$ cat src/rtl/uart_transceiver.sv
// rtl/uart_transceiver.sv - full-duplex 8N1 UART with ready/valid byte ports
module uart_transceiver #(
    parameter int CLOCK_FREQ = 125_000_000,
    parameter int BAUD_RATE  = 115_200
) (
    input  logic       clk,
    input  logic       reset,
    input  logic [7:0] data_in,
    input  logic       data_in_valid,
    output logic       data_in_ready,
    output logic [7:0] data_out,
    output logic       data_out_valid,
    input  logic       data_out_ready,
    input  logic       serial_in,
    output logic       serial_out
);
    localparam int SYMBOL_EDGE_TIME = CLOCK_FREQ / BAUD_RATE;
    localparam int SAMPLE_TIME      = SYMBOL_EDGE_TIME / 2;
    localparam int CNT_W            = $clog2(SYMBOL_EDGE_TIME);
    localparam logic [CNT_W-1:0] SYM_LAST    = CNT_W'(SYMBOL_EDGE_TIME - 1);
    localparam logic [CNT_W-1:0] SAMPLE_LAST = CNT_W'(SAMPLE_TIME - 1);

    typedef enum logic {TX_IDLE, TX_SEND} tx_state_t;
    typedef enum logic [2:0] {RX_IDLE, RX_START, RX_DATA, RX_STOP, RX_WAIT_HIGH} rx_state_t;

    tx_state_t        tx_state, tx_state_next;
    logic [9:0]       tx_shift;
    logic [CNT_W-1:0] tx_cnt;
    logic [3:0]       tx_bit;
    logic             tx_bit_end, tx_frame_end;

    rx_state_t        rx_state, rx_state_next;
    logic [1:0]       rx_sync;
    logic             rx_line;
    logic [CNT_W-1:0] rx_cnt;
    logic [2:0]       rx_bit;
    logic [7:0]       rx_shift;
    logic             rx_mid_start, rx_mid_bit;

    assign tx_bit_end   = (tx_cnt == SYM_LAST);
    assign tx_frame_end = tx_bit_end && (tx_bit == 4'd9);
    // The shift register LSB is the line itself; filling with ones keeps it idle high.
    assign serial_out   = tx_shift[0];

    assign rx_line      = rx_sync[1];
    assign rx_mid_start = (rx_cnt == SAMPLE_LAST);
    assign rx_mid_bit   = (rx_cnt == SYM_LAST);

    // TX state register
    always_ff @(posedge clk or negedge reset) begin
        if (!reset) tx_state <= TX_IDLE;
        else        tx_state <= tx_state_next;
    end

    // TX next state; a byte is only accepted while idle
    always_comb begin
        tx_state_next = tx_state;
        data_in_ready = 1'b0;
        case (tx_state)
            TX_IDLE: begin
                data_in_ready = 1'b1;
                if (data_in_valid) tx_state_next = TX_SEND;
            end
            TX_SEND: if (tx_frame_end) tx_state_next = TX_IDLE;
            default: tx_state_next = TX_IDLE;
        endcase
    end

    // TX datapath: load {stop, data, start} on handshake, shift once per symbol
    always_ff @(posedge clk or negedge reset) begin
        if (!reset) begin
            tx_shift <= '1;
            tx_cnt   <= '0;
            tx_bit   <= '0;
        end else begin
            case (tx_state)
                TX_IDLE: begin
                    tx_cnt <= '0;
                    tx_bit <= '0;
                    if (data_in_valid) tx_shift <= {1'b1, data_in, 1'b0};
                end
                TX_SEND: begin
                    if (tx_bit_end) begin
                        tx_cnt   <= '0;
                        tx_bit   <= tx_bit + 4'd1;
                        tx_shift <= {1'b1, tx_shift[9:1]};
                    end else begin
                        tx_cnt <= tx_cnt + 1'b1;
                    end
                end
                default: tx_cnt <= '0;
            endcase
        end
    end

    // Two-flop synchronizer for the asynchronous RX line, reset to idle level
    always_ff @(posedge clk or negedge reset) begin
        if (!reset) rx_sync <= 2'b11;
        else        rx_sync <= {rx_sync[0], serial_in};
    end

    // RX state register
    always_ff @(posedge clk or negedge reset) begin
        if (!reset) rx_state <= RX_IDLE;
        else        rx_state <= rx_state_next;
    end

    // RX next state; no new frame is started while the one-byte buffer is full
    always_comb begin
        rx_state_next = rx_state;
        case (rx_state)
            RX_IDLE:      if (!rx_line && !data_out_valid) rx_state_next = RX_START;
            RX_START:     if (rx_mid_start) rx_state_next = rx_line ? RX_IDLE : RX_DATA;
            RX_DATA:      if (rx_mid_bit && (rx_bit == 3'd7)) rx_state_next = RX_STOP;
            RX_STOP:      if (rx_mid_bit) rx_state_next = rx_line ? RX_IDLE : RX_WAIT_HIGH;
            RX_WAIT_HIGH: if (rx_line) rx_state_next = RX_IDLE;
            default:      rx_state_next = RX_IDLE;
        endcase
    end

    // RX datapath: half-symbol wait to centre on the start bit, then full symbols
    always_ff @(posedge clk or negedge reset) begin
        if (!reset) begin
            rx_cnt   <= '0;
            rx_bit   <= '0;
            rx_shift <= '0;
        end else begin
            case (rx_state)
                RX_START: rx_cnt <= rx_mid_start ? '0 : rx_cnt + 1'b1;
                RX_DATA: begin
                    if (rx_mid_bit) begin
                        rx_cnt   <= '0;
                        rx_bit   <= rx_bit + 3'd1;
                        rx_shift <= {rx_line, rx_shift[7:1]};
                    end else begin
                        rx_cnt <= rx_cnt + 1'b1;
                    end
                end
                RX_STOP: rx_cnt <= rx_mid_bit ? '0 : rx_cnt + 1'b1;
                default: begin
                    rx_cnt <= '0;
                    rx_bit <= '0;
                end
            endcase
        end
    end

    // Output buffer: filled on a good stop bit, emptied by the consumer handshake
    always_ff @(posedge clk or negedge reset) begin
        if (!reset) begin
            data_out       <= 8'h00;
            data_out_valid <= 1'b0;
        end else if ((rx_state == RX_STOP) && rx_mid_bit && rx_line) begin
            data_out       <= rx_shift;
            data_out_valid <= 1'b1;
        end else if (data_out_valid && data_out_ready) begin
            data_out_valid <= 1'b0;
        end
    end
endmodule

$ cat config.mk
export PLATFORM = sky130hd
export DESIGN_NAME = uart_transceiver
export DESIGN_NICKNAME = d
export VERILOG_FILES = /design/src/rtl/uart_transceiver.sv
export SDC_FILE = /design/constraint.sdc
export NUM_CORES = 1
export LEC_CHECK = 0
export ABC_CLOCK_PERIOD_IN_PS = 2650
export CORE_ASPECT_RATIO = 0.75
export CORE_MARGIN = 10
export CORE_UTILIZATION = 46
export CTS_CLUSTER_DIAMETER = 120
export DETAILED_ROUTE_END_ITERATION = 6
export PLACE_DENSITY = 0.65
export REMOVE_ABC_BUFFERS = 1
export SKIP_CTS_REPAIR_TIMING = 1
export SYNTH_ARGS = -nofsm -noshare
export SYNTH_HDL_FRONTEND = slang
export SYNTH_SLANG_ARGS = --single-unit
$ cat constraint.sdc
create_clock -name clk -period 2.65 [get_ports clk]
set_clock_uncertainty 0.15 [all_clocks]
set_input_delay 0.3975 -clock clk [delete_from_list [all_inputs] [get_ports clk]]
set_output_delay 0.3975 -clock clk [all_outputs]
set_load 0.03 [all_outputs]
==> results.toml, run 1 <==
[setup_path]
start_kind = "flip-flop"
endpoint_kind = "flip-flop"
reg2regPathDepth = 3
ff2ff_setup_slack_ns = 0.40
cp_max_fo = 8
timing.rr.end = "data_out[5]$_DFFE_PN0P_"
crit_start = "rx_cnt[6]$_DFF_PN0_"
r2r_start = "rx_cnt[6]$_DFF_PN0_"
cp_data_required_time_ns = 2.72
critPathKind = "reg -> reg"
arrival_ns = 2.32

[routing]
drtIter0Drc = 119
wl_per_cell_um = 15.13
via_count = 2151
ant_nets = 0
route.detailed.drc = 0
firstDrtPassIters = 4
drt_wl_total_mm = 5.781
viasPerCell = 5.631

[place]
numPortBuffers = 23
routabilityCongestion = 0.8462
hpwl_mm = 3.980

[floorplan]
dieArea_sq_um = 10160
die_w_um = 113.1
initial_core_util_pct = 47.31
ios = 24
num_rows = 25
die_y_um = 89.81
core_area_sq_um = 6319

[grt]
grt_first_pass_wirelength_mm = 10.04
grt_pass1_vias = 2019
antenna_found_initial = 0
grt-ovfl-total = 0
grt_max_degree = 40
grt_usage_pct = 11.89

[pwr]
seq_power_share_pct = 47.6
p_sw_share_pct = 25.21
power.share.combinational_pct = 10.6
leakagePower_nw = 1.533
switching_power_uw = 559.1
total_power_mw = 2.218
p_clk_share_pct = 41.8
peakVddDrop_v = 0.0002441
intPower_mw = 1.659
power_density_nw_per_um2 = 622.9

[outcome]
status = "finished clean"

[worst_hold_path]
hold_start = "rx_sync[0]$_DFF_PN1_"
hold-path-cell-count = 0
hold_path.class = "reg -> reg"
hold_path_end = "rx_sync[1]$_DFF_PN1_"

[yosys]
synth_cell_type_count = 46
yosysSeqAreaShare_pct = 51.53
netlist_instances = 268
synth_edf_count = 0
syn-cell-area_sq_um = 2989
synth.ff_latch_count = 61
synth_top_flop_cell = "dfrtp_1"
syn_avg_cell_area_sq_um = 11.15
async_reset_ff_share_pct = 100.0
ys_warn_count = 0

[clocking]
clockBufferDepth = 2
ctsHtreeMaxLevel = 3
cts.clk_slew.worst_paths_ns = 0.07
cts_sinks = 61
numCtsBuffers = 9
worstSkewPairLatency_ns = 0.33
cts_tree = "built"
clock-root-buffer = "clkbuf_8"

[sta]
rsz0062_at_grt = "false"
tns_ns = 0
max_freq_ghz = 0.4440
fin_crit_sh_pct = 84.99
max_slew_margin_pct = 56.83
drv_slew = 0
tightest_slew_ns = 0.6405
min_period_ns = 2.252
timing_hold_violations_final = 0
setup_viol_count_final = 0

[flow_run]
cap_violations = 0

[final_layout]
fin_nets = 318
syn2layout_area_growth_pct = 19.13
final_cell_mix = "dfrtp_1 (50), clkdlybuf4s50_1 (22), mux2_2 (16), inv_1 (14)"
post-route-util_pct = 56.36
insertedDiodeCount = 0
layout-drive-gt1-share_pct = 21.59
layout_commonest_cell = "dfrtp_1"
==> worst max-delay path, cell delays in order (launching register included) <==
cell and delay (ns):
dfrtp_1 0.45, or3_1 0.54, nor4_4 0.59, mux2_2 0.40
==> stage by stage <==
step	worst slack, ns	instance area, sq um	cells	hold WS, ns
2_1_floorplan	0.4485	2934	254	-0.04809
3_3_place_gp	0.4603	3326	365	0.1973
3_5_place_dp	0.4081	3326	365	0.1978
4_1_cts	0.3888	3551	381	-0.1007
5_1_grt	0.2963	3561	382	0.2119
6_report	0.3979	3561	382	0.2119
==> routing by layer <==
layer  vias up  track usage, %  wire, um
li1       1064               -         -
met1      1040           17.00      3016
met2        43           15.04      2365
met3         4           5.843       359
met4         0           3.481        40
met5         -               0         0
==> worst max-delay path by stage <==
stage                         endpoint  slack (ns)  depth (start not counted)
2_1_floorplan      rx_cnt[1]$_DFF_PN0_        0.45                          3
3_3_place_gp   data_out[5]$_DFFE_PN0P_        0.46                          3
3_5_place_dp   data_out[6]$_DFFE_PN0P_        0.41                          3
4_1_cts        data_out[4]$_DFFE_PN0P_        0.39                          3
5_1_grt        rx_shift[5]$_DFFE_PN0P_        0.30                          3
6_report       data_out[5]$_DFFE_PN0P_        0.40                          3
==> flip-flops by register name, indices dropped and copies added (netlist names), 3 cells and up <==
register / count
rx_cnt: 11
tx_cnt: 11
tx_shift: 9
data_out: 8
rx_shift: 8
tx_bit: 4
rx_bit: 3
rx_state: 3
==> logic make-up after synthesis <==
| kind of cell | count (synthesis) | synth area share [%] |
|---|---|---|
| AND/OR/NAND/NOR | 88 | 18.12 |
| flip-flops | 61 | 51.53 |
| AO/OA/AOI/OAI | 56 | 13.86 |
| buffers and inverters | 28 | 3.600 |
| multiplexers | 20 | 7.367 |
| adder cells (fa/ha/maj) | 9 | 3.767 |
| XOR/XNOR | 6 | 1.758 |
==> Yosys cell counts, types with 2 or more instances <==
| cell | number | share of area, % |
|---|---|---|
| o211ai_1 | 3 | 0.75 |
| inv_1 | 14 | 1.8 |
| xor2_1 | 3 | 0.88 |
| clkbuf_1 | 11 | 1.4 |
| nor3_1 | 2 | 0.33 |
| or3_1 | 7 | 1.5 |
| mux2i_1 | 4 | 1.3 |
| or2_2 | 7 | 1.5 |
| ha_1 | 9 | 3.8 |
| nor4_1 | 4 | 0.84 |
| mux2_2 | 16 | 6.0 |
| dfrtp_1 | 50 | 42 |
| nand4bb_1 | 3 | 1.1 |
| nand2_1 | 12 | 1.5 |
| a21oi_1 | 12 | 2.0 |
| a22oi_1 | 6 | 1.5 |
| o221a_2 | 6 | 2.3 |
| xnor2_1 | 3 | 0.88 |
| and3_1 | 2 | 0.42 |
| dfstp_2 | 11 | 9.7 |
| nor2b_1 | 2 | 0.42 |
| o21ai_0 | 7 | 1.2 |
| nand4b_1 | 2 | 0.59 |
| o31ai_1 | 10 | 2.5 |
| nand4_1 | 7 | 1.5 |
| nor2_1 | 10 | 1.3 |
| nor3b_1 | 2 | 0.50 |
| nand3_1 | 9 | 1.5 |
| nand3b_1 | 3 | 0.75 |
| o311ai_0 | 3 | 0.88 |
| buf_2 | 2 | 0.33 |
| nand2b_1 | 3 | 0.63 |
| or4_1 | 10 | 2.5 |
==> cell type report <==
type,count,area (sq um)
tap,81,101.3
fill,538,2758
clock inverter,4,70.07
clock buffer,12,155.1
timing repair buffer,31,300.3
multi-input combinational,179,1341
inverter,14,52.55
sequential,61,1540
==> power by group through the flow <==
| stage | sequential, mW | clock (mW) | combinational (mW) |
|---|---|---|---|
| finish | 1.06 | 0.927 | 0.235 |
| global route | 1.06 | 0.994 | 0.270 |
| CTS | 1.05 | 0.951 | 0.235 |
| detailed placement | 1.07 | 0 | 0.235 |
| global placement | 1.06 | 0 | 0.230 |
| floorplan | 1.05 | 0 | 0.152 |
Note: power is estimated with default switching activity, not from simulation.
==> run 2: changes to the inputs <==
--- a/config.mk
+++ b/config.mk
@@ -5,7 +5,7 @@
 export SDC_FILE = /design/constraint.sdc
 export NUM_CORES = 1
 export LEC_CHECK = 0
-export ABC_CLOCK_PERIOD_IN_PS = 2650
+export ABC_CLOCK_PERIOD_IN_PS = 2300
 export CORE_ASPECT_RATIO = 0.75
 export CORE_MARGIN = 10
 export CORE_UTILIZATION = 46
==> constraint.sdc (replaced) <==
create_clock -name clk -period 2.3 [get_ports clk]
set_clock_uncertainty 0.15 [all_clocks]
set_input_delay 0.345 -clock clk [delete_from_list [all_inputs] [get_ports clk]]
set_output_delay 0.345 -clock clk [all_outputs]
set_load 0.03 [all_outputs]
==> results.toml, run 2 (synthesized netlist as in run 1, its figures left out) <==
[setup_path]
ff2ff_setup_slack_ns = 0.21
cp.depth = 2
cp_data_required_time_ns = 1.80
cp_max_fo = 7
timing.rr.end = "data_out[5]$_DFFE_PN0P_"
crit_end = "data_in_ready"
crit_slowest_cell = "clkdlybuf4s50_1"
start_kind = "flip-flop"
cpPeakStageDelay_ns = 0.72
path_cells = "inv_1 > clkdlybuf4s50_1"
critPathKind = "reg -> out"
endpoint_kind = "output port"
crit_family = "buffers and inverters"
worst-path-buf-inv = 2
arrival_ns = 1.71
reg2regPathDepth = 6
r2r_start = "rx_cnt[0]$_DFF_PN0_"
crit_start = "tx_state$_DFF_PN0_"

[place]
routabilityCongestion = 0.8050
place_inst = 371
numPortBuffers = 23
hpwl_mm = 4.063
place_area_sq_um = 3371

[sta]
fin_crit_sh_pct = 95.78
tns_ns = 0
timing_hold_violations_final = 0
rsz0062_at_grt = "false"
setup_viol_count_final = 0
tightest_slew_ns = 0.5045
max_freq_ghz = 0.4540
fin_hold_ws_ns = 0.2107
max_slew_margin_pct = 66.37
min_period_ns = 2.203
drv_slew = 0

[clocking]
cts_tree = "built"
cts.clk_slew.worst_paths_ns = 0.07
clockBufferDepth = 2
cts_sinks = 61
ctsHtreeMaxLevel = 3
numCtsBuffers = 9
clock-root-buffer = "clkbuf_8"
worstSkewPairLatency_ns = 0.34

[worst_hold_path]
hold_path.class = "reg -> reg"

[floorplan]
dieArea_sq_um = 10160
die_y_um = 89.81
ios = 24
die_w_um = 113.1
initial_core_util_pct = 47.31
num_rows = 25
core_area_sq_um = 6319

[final_layout]
layout-drive-gt1-share_pct = 23.20
syn2layout_area_growth_pct = 21.35
fin_nets = 324
final_cells = 387
layout_commonest_cell = "dfrtp_1"
insertedDiodeCount = 0
final_cell_mix = "dfrtp_1 (50), clkdlybuf4s50_1 (22), mux2_2 (16), inv_1 (14)"
largestRegisters = "rx_cnt: 11 flops, tx_cnt: 11 flops, tx_shift: 9 flops"
final_cell_area_sq_um = 3627

[routing]
via_count = 2177
wl_per_cell_um = 15.31
drtIter0Drc = 111
ant_nets = 0
route.detailed.drc = 0
viasPerCell = 5.625
firstDrtPassIters = 4
drt_wl_total_mm = 5.924

[pwr]
peakVddDrop_v = 0.0003596
p_clk_share_pct = 43.9
leakagePower_nw = 1.572
p_sw_share_pct = 24.18
power.share.combinational_pct = 10.7
intPower_mw = 2.026
power_density_nw_per_um2 = 736.6
switching_power_uw = 646.1
seq_power_share_pct = 45.4

[flow_run]
cap_violations = 0

[grt]
grt-ovfl-total = 0
antenna_found_initial = 0
grt_usage_pct = 12.51
grt_first_pass_wirelength_mm = 10.70
grt_pass1_vias = 2197
grt_max_degree = 42

[outcome]
status = "finished clean"
==> run 2: worst min path at each step <==
stage,start,to,depth (start not counted)
3_5_place_dp,reset,rx_cnt[4]$_DFF_PN0_,1
3_3_place_gp,reset,rx_cnt[4]$_DFF_PN0_,1
5_1_grt,rx_sync[0]$_DFF_PN1_,rx_sync[1]$_DFF_PN1_,0
4_1_cts,reset,rx_bit[1]$_DFFE_PN0P_,1
6_report,rx_sync[0]$_DFF_PN1_,rx_sync[1]$_DFF_PN1_,0
2_1_floorplan,reset,data_out[0]$_DFFE_PN0P_,0
==> run 2: power by group through the flow <==
stage / logic [mW] / clock network (mW) / registers [mW]
after detailed placement: 0.286 / 0 / 1.23
after global placement: 0.276 / 0 / 1.23
after CTS: 0.288 / 1.21 / 1.21
final: 0.286 / 1.17 / 1.21
after global routing: 0.329 / 1.25 / 1.23
after floorplan: 0.175 / 0 / 1.21
==> run 2: area by class of cell <==
type	instances	area, sq um
clock buffers	11	151.4
flip-flops and latches	61	1540
repair buffers	37	345.3
fillers	546	2691
inverters	14	52.55
well taps	81	101.3
clock inverters	4	95.09
multi-input cells	179	1341
==> run 2: layer usage <==
layer	part of all wire, %	vias up	GRT usage, %
met2	40	47	16.71
li1	-	1075	-
met4	1.2	0	4.430
met5	0	-	0
met1	53	1047	17.41
met3	5.7	8	5.179
==> run 2: per-stage QoR <==
step / setup WS, ns / total power, mW / util, %
2_1_floorplan: 0.09850 / 1.387 / -
3_3_place_gp: 0.2740 / 1.503 / 53.35
3_5_place_dp: 0.2207 / 1.514 / 53.35
4_1_cts: 0.05867 / 2.705 / 57.25
5_1_grt: 0.01770 / 2.809 / 57.41
6_report: 0.09712 / 2.672 / 57.41
